$ cat config.mk
export PLATFORM = sky130hd
export DESIGN_NAME = i2c_target_regs
export DESIGN_NICKNAME = d
export VERILOG_FILES = /design/src/rtl/i2c_target_regs.sv
export SDC_FILE = /design/constraint.sdc
export NUM_CORES = 1
export LEC_CHECK = 0
export CORE_MARGIN = 2
export CORE_UTILIZATION = 60
export DETAILED_ROUTE_END_ITERATION = 12
export PLACE_DENSITY = 0.77
export SYNTH_ARGS = -nofsm -noshare
export SYNTH_HDL_FRONTEND = slang
export SYNTH_SLANG_ARGS = --single-unit
$ cat constraint.sdc
create_clock -name io_mainClk -period 2.6 [get_ports io_mainClk]
set_input_delay 0.39 -clock io_mainClk [delete_from_list [all_inputs] [get_ports io_mainClk]]
set_output_delay 0.39 -clock io_mainClk [all_outputs]
set_load 0.02 [all_outputs]
$ cat src/rtl/i2c_target_regs.sv
// i2c_target_regs: I2C target exposing a byte register bank with an auto-incrementing
// pointer, plus a parallel host port onto the same bank.
module i2c_target_regs #(
  parameter logic [6:0] DEVICE_ADDRESS = 7'h42,
  parameter int REG_ADDR_WIDTH = 4
) (
  input  logic                      io_mainClk,
  input  logic                      io_asyncResetn,
  input  logic                      io_i2c_scl_read,
  output logic                      io_i2c_scl_write,
  input  logic                      io_i2c_sda_read,
  output logic                      io_i2c_sda_write,
  input  logic [REG_ADDR_WIDTH-1:0] io_regs_addr,
  input  logic                      io_regs_writeEnable,
  input  logic [7:0]                io_regs_writeData,
  output logic [7:0]                io_regs_readData,
  output logic                      io_writeStrobe,
  output logic [REG_ADDR_WIDTH-1:0] io_writeAddr,
  output logic                      io_busy
);
  localparam int AW = REG_ADDR_WIDTH;
  typedef enum logic [3:0] {IDLE, ADDR, ADDR_ACK, WR_PTR, WR_ACK, WR_DATA, RD_DATA, RD_ACK, IGNORE} state_t;
  state_t state, state_n;
  logic scl_m, scl_s, scl_d, sda_m, sda_s, sda_d;
  logic scl_rise, scl_fall, start, stop, match, commit;
  logic sda_n, busy_n, rw, rw_n;
  logic [3:0] cnt, cnt_n;
  logic [7:0] sh, sh_n, byte_in;
  logic [AW-1:0] ptr, ptr_n;
  logic [7:0] regs [2**AW];

  assign io_i2c_scl_write = 1'b1;
  assign io_regs_readData = regs[io_regs_addr];
  assign scl_rise = scl_s & ~scl_d;
  assign scl_fall = ~scl_s & scl_d;
  assign start = scl_s & scl_d & sda_d & ~sda_s;
  assign stop = scl_s & scl_d & ~sda_d & sda_s;
  assign byte_in = {sh[6:0], sda_s};
  assign match = sh[7:1] == DEVICE_ADDRESS;

  always_ff @(posedge io_mainClk or negedge io_asyncResetn)
    if (!io_asyncResetn) {scl_m, scl_s, scl_d, sda_m, sda_s, sda_d} <= '1;
    else {scl_m, scl_s, scl_d, sda_m, sda_s, sda_d} <= {io_i2c_scl_read, scl_m, scl_s, io_i2c_sda_read, sda_m, sda_s};

  always_ff @(posedge io_mainClk or negedge io_asyncResetn)
    if (!io_asyncResetn) begin
      state <= IDLE;
      cnt <= '0;
      sh <= '0;
      ptr <= '0;
      rw <= 1'b0;
      io_i2c_sda_write <= 1'b1;
      io_busy <= 1'b0;
      io_writeStrobe <= 1'b0;
      io_writeAddr <= '0;
    end else begin
      state <= state_n;
      cnt <= cnt_n;
      sh <= sh_n;
      ptr <= ptr_n;
      rw <= rw_n;
      io_i2c_sda_write <= sda_n;
      io_busy <= busy_n;
      io_writeStrobe <= commit;
      if (commit) io_writeAddr <= ptr;
    end

  // I2C commit is assigned last so it wins a same-address collision with the host
  always_ff @(posedge io_mainClk or negedge io_asyncResetn)
    if (!io_asyncResetn) begin
      for (int i = 0; i < 2**AW; i++) regs[i] <= '0;
    end else begin
      if (io_regs_writeEnable) regs[io_regs_addr] <= io_regs_writeData;
      if (commit) regs[ptr] <= byte_in;
    end

  always_comb begin
    state_n = state;
    cnt_n = cnt;
    sh_n = sh;
    ptr_n = ptr;
    rw_n = rw;
    sda_n = io_i2c_sda_write;
    busy_n = io_busy;
    commit = 1'b0;
    if (start) begin
      state_n = ADDR;
      cnt_n = '0;
      sda_n = 1'b1;
    end else if (stop) begin
      state_n = IDLE;
      sda_n = 1'b1;
      busy_n = 1'b0;
    end else begin
      case (state)
        ADDR, WR_PTR, WR_DATA:
          if (scl_rise && cnt != 4'd8) begin
            sh_n = byte_in;
            cnt_n = cnt + 4'd1;
            if (cnt == 4'd7 && state == WR_PTR) ptr_n = byte_in[AW-1:0];
            if (cnt == 4'd7 && state == WR_DATA) begin
              commit = 1'b1;
              ptr_n = ptr + AW'(1);
            end
          end else if (scl_fall && cnt == 4'd8) begin
            state_n = state != ADDR ? WR_ACK : match ? ADDR_ACK : IGNORE;
            sda_n = state == ADDR && !match;
            busy_n = io_busy | (state == ADDR && match);
            rw_n = state == ADDR ? sh[0] : rw;
          end
        ADDR_ACK:
          if (scl_fall) begin
            state_n = rw ? RD_DATA : WR_PTR;
            sda_n = rw ? regs[ptr][7] : 1'b1;
            sh_n = {regs[ptr][6:0], 1'b0};
            cnt_n = rw ? 4'd1 : 4'd0;
            ptr_n = rw ? ptr + AW'(1) : ptr;
          end
        WR_ACK:
          if (scl_fall) begin
            state_n = WR_DATA;
            sda_n = 1'b1;
            cnt_n = '0;
          end
        // cnt counts bits already presented; the fall after the 8th hands SDA back for the ACK
        RD_DATA:
          if (scl_fall) begin
            state_n = cnt == 4'd8 ? RD_ACK : RD_DATA;
            sda_n = cnt == 4'd8 ? 1'b1 : sh[7];
            sh_n = {sh[6:0], 1'b0};
            cnt_n = cnt + 4'd1;
          end
        RD_ACK:
          if (scl_rise) begin
            state_n = sda_s ? IGNORE : RD_DATA;
            busy_n = !sda_s && io_busy;
            sh_n = regs[ptr];
            cnt_n = '0;
            ptr_n = sda_s ? ptr : ptr + AW'(1);
          end
        default: ;
      endcase
    end
  end
endmodule

==> out/summary.txt <==
final total negative setup slack - 0 ns
chain of cells forming the critical path - mux4_2 > mux4_2 > clkdlybuf4s15_1
actual slew at the worst max-slew pin - 0.789 ns
Critical Path Sink Type - output port
final period utilization - 98.8%
Floorplan Core Area - 17,200 um^2
num rows - 48
minimum setup slack among reg-to-reg paths - 0.15 ns
dominant register cell in the synthesized netlist - sky130_fd_sc_hd__dfrtp_1
gpl congestion - 0.925
Max stage delay on crit path - 0.51 ns
area of the mapped netlist - 10,500 um^2
Antenna Nets Post-Route - 0
Clock transition at path regs - 0.07 ns
final worst clock skew - 0.00939 ns
drt via density - 6.80
largest area contributor in the synthesized netlist - sky130_fd_sc_hd__dfrtp_1
number of levels the H-tree was split into - 4
Routed wire per std cell - 24.1 um
CTS Root Cell - sky130_fd_sc_hd__clkbuf_16
hold path startpoint - io_i2c_sda_read
critical path's slowest cell - sky130_fd_sc_hd__mux4_2
number of synthesized flops with an enable pin - 0
area taken by multi-input logic gates - 5900 um^2
sequential standard cell area - 4070 um^2
starting DRC count in detailed routing - 1,125
power density normalized to cell area - 889 nW/um^2
I/O pins - 33
FF-to-FF End - sh[7]$_DFFE_PN0P_
latest clock arrival within the worst-skew pair - 0.45 ns
CP Data Required Time - 2.21 ns
biggest area contributors in the synthesized netlist - sky130_fd_sc_hd__dfrtp_1, sky130_fd_sc_hd__mux2i_1, sky130_fd_sc_hd__mux4_2, sky130_fd_sc_hd__a21oi_1, sky130_fd_sc_hd__nor2_1
number of instances in the synthesized netlist - 974
number of failing hold endpoints at the final stage - 0
least setup slack across all paths after layout - 0.0310 ns
worst hold slack after final layout - 0.336 ns
total global-route track usage - 34.4%
worst IR drop on VDD - 0.659 mV
fraction of post-synthesis cell area in the top cell type by area - 37.0%
Max Buffers Root-to-Sink - 2
start-to-end type of the worst setup path - flop to output port
Detailed Route WL - 30,000 um
leakage power total - 4.64 nW
start of the worst register-to-register path - ptr[1]$_DFFE_PN0P_
pre-CTS setup slack - -0.197 ns
Final setup violation count - 0
floorplan die height - 136 um
P&R area growth vs syn - 12.7%
overall via count from detail_route - 8,487
number of nets at the end of the flow - 1,034
Worst Path Buf+Inv - 1
total inserted antenna cells - 0
depth of the most critical reg-to-reg path - 6
wire length of the first global-routing pass - 47,100 um
sequential share of the synthesized area - 38.7%
Power, Total - 10.5 mW
Clock Sinks - 162
Tmin final - 2.57 ns
most frequently used cell type in the post-synthesis netlist - sky130_fd_sc_hd__nor2_1
GRT Residual Overflow - 0
Critical Path Fanout Max - 3
pin count of the biggest net entering global routing - 71
Detail Placement HPWL - 21,700 um
overall die width - 136 um
Synth Register Bits - 162
Hold Path Class - input pin to flop
CTS tree - built
IO Port Bufs - 31
mean cell area of the mapped netlist - 10.8 um^2
Yosys warning total - 0
Initial Util - 61.0%
number of iterations in the first detailed-routing pass - 5
total count of max-transition violations in the final report - 0
remaining routing DRC violations - 0
max-capacitance violation count - 0
count of cell types in the netlist - 71
Rel. slew slack - 47.2%
critical path startpoint category - flop
number of global-route vias before repair - 8,053
worst hold path cell count - 1
unrepaired setup endpoints after global routing - false
core occupancy in the finished layout - 68.8%
end point of the most critical hold path - sda_m$_DFF_PN1_
top cells by instance count after synthesis - sky130_fd_sc_hd__nor2_1, sky130_fd_sc_hd__dfrtp_1, sky130_fd_sc_hd__mux2i_1
top achievable clock speed - 389 MHz
antenna violations before repair - 0
share of cells above drive strength 1 - 21.4%
Data arrival, critical path - 2.18 ns
outcome - completed
fillers - 1,303
total nets after synthesis - 997
most frequent cell on the critical path - sky130_fd_sc_hd__mux4_2
Num CTS Buffers - 17
Async S/R FF share, synth - 100%
floorplan die area - 18,500 um^2
gate family responsible for the most delay along the worst path - multiplexers
==> report_power, final <==
| group | switching [mW] | internal, mW | total [mW] | leakage, nW |
|---|---|---|---|---|
| Combinational | 2.10 | 1.93 | 4.03 | 2.54 |
| Clock | 1.23 | 1.28 | 2.51 | 0.284 |
| Sequential | 0.829 | 3.13 | 3.96 | 1.81 |
==> state kept, by name, indices dropped and copies added (netlist names) <==
signal	cells
io_writeStrobe	1
sda_d	1
sda_s	1
scl_m	1
state	4
scl_d	1
io_busy	1
scl_s	1
sda_m	1
cnt	4
sh	8
regs	128
rw	1
io_i2c_sda_write	1
ptr	4
io_writeAddr	4
==> metrics by stage <==
stage               area (um^2)  cells
global placement          11200   1212
finish                    11800   1249
floorplan                 10500    974
CTS                       11800   1245
detailed placement        11200   1212
global route              11800   1249
==> routing by layer <==
| layer | wire length [um] | GRT usage, % | vias to the layer above |
|---|---|---|---|
| met5 | 0 | 0 | - |
| met4 | 1130 | 13.8 | 0 |
| met1 | 11700 | 45.9 | 4192 |
| li1 | - | - | 3668 |
| met3 | 2880 | 8.24 | 88 |
| met2 | 14400 | 54.5 | 539 |
==> cells in the final DEF (no fill, tap or decap), drive strengths merged, types with 14 or more instances in the layout <==
cell type        n
mux4            67
buf             74
nand2           28
mux2i          151
a21oi          144
nand3           27
dfrtp          155
nor2           160
clkdlybuf4s50   20
o21ai           14
clkbuf          20
inv             16
==> how the worst max path moves through the flow <==
stage                             startpoint                   to  cells after the start
after floorplan              io_regs_addr[0]  io_regs_readData[4]                      4
after global placement       io_regs_addr[0]  io_regs_readData[2]                      5
after detailed placement     io_regs_addr[0]  io_regs_readData[6]                      5
after CTS                 regs[26]$_DFF_PN0_  io_regs_readData[2]                      3
after global routing      regs[11]$_DFF_PN0_  io_regs_readData[3]                      3
final                      regs[0]$_DFF_PN0_  io_regs_readData[0]                      3
==> area by class of cell <==
| class | instances | area share (%) |
|---|---|---|
| multi-input combinational | 720 | 50.0 |
| clock buffer | 17 | 3.60 |
| sequential | 162 | 34.4 |
| timing repair buffer | 103 | 8.10 |
| tap | 225 | 2.38 |
| inverter | 7 | 0.222 |
| clock inverter | 15 | 1.33 |
==> kinds of logic (layout without fill, tap and decap cells) <==
family	count (synthesis)	after routing	share of synthesized area [%]
and+or+nand+nor	276	276	14.2
muxes	224	224	29.5
AOI/OAI and AO/OA	212	212	11.8
DFF	162	162	38.7
buffers and inverters	92	142	5.02
adders and majority gates	6	6	0.716
other	1	1	0.0358
xor gates and xnor gates	1	1	0.0835
==> repair_timing <==
action	in CTS	in global routing
endpoints found under the setup margin	8	7
endpoints found under the hold margin	26	0
buffers inserted	0	4
gates cloned	0	0
gates resized for setup	12	8
hold buffers	1	0
Note: power is estimated with default switching activity, not from simulation.
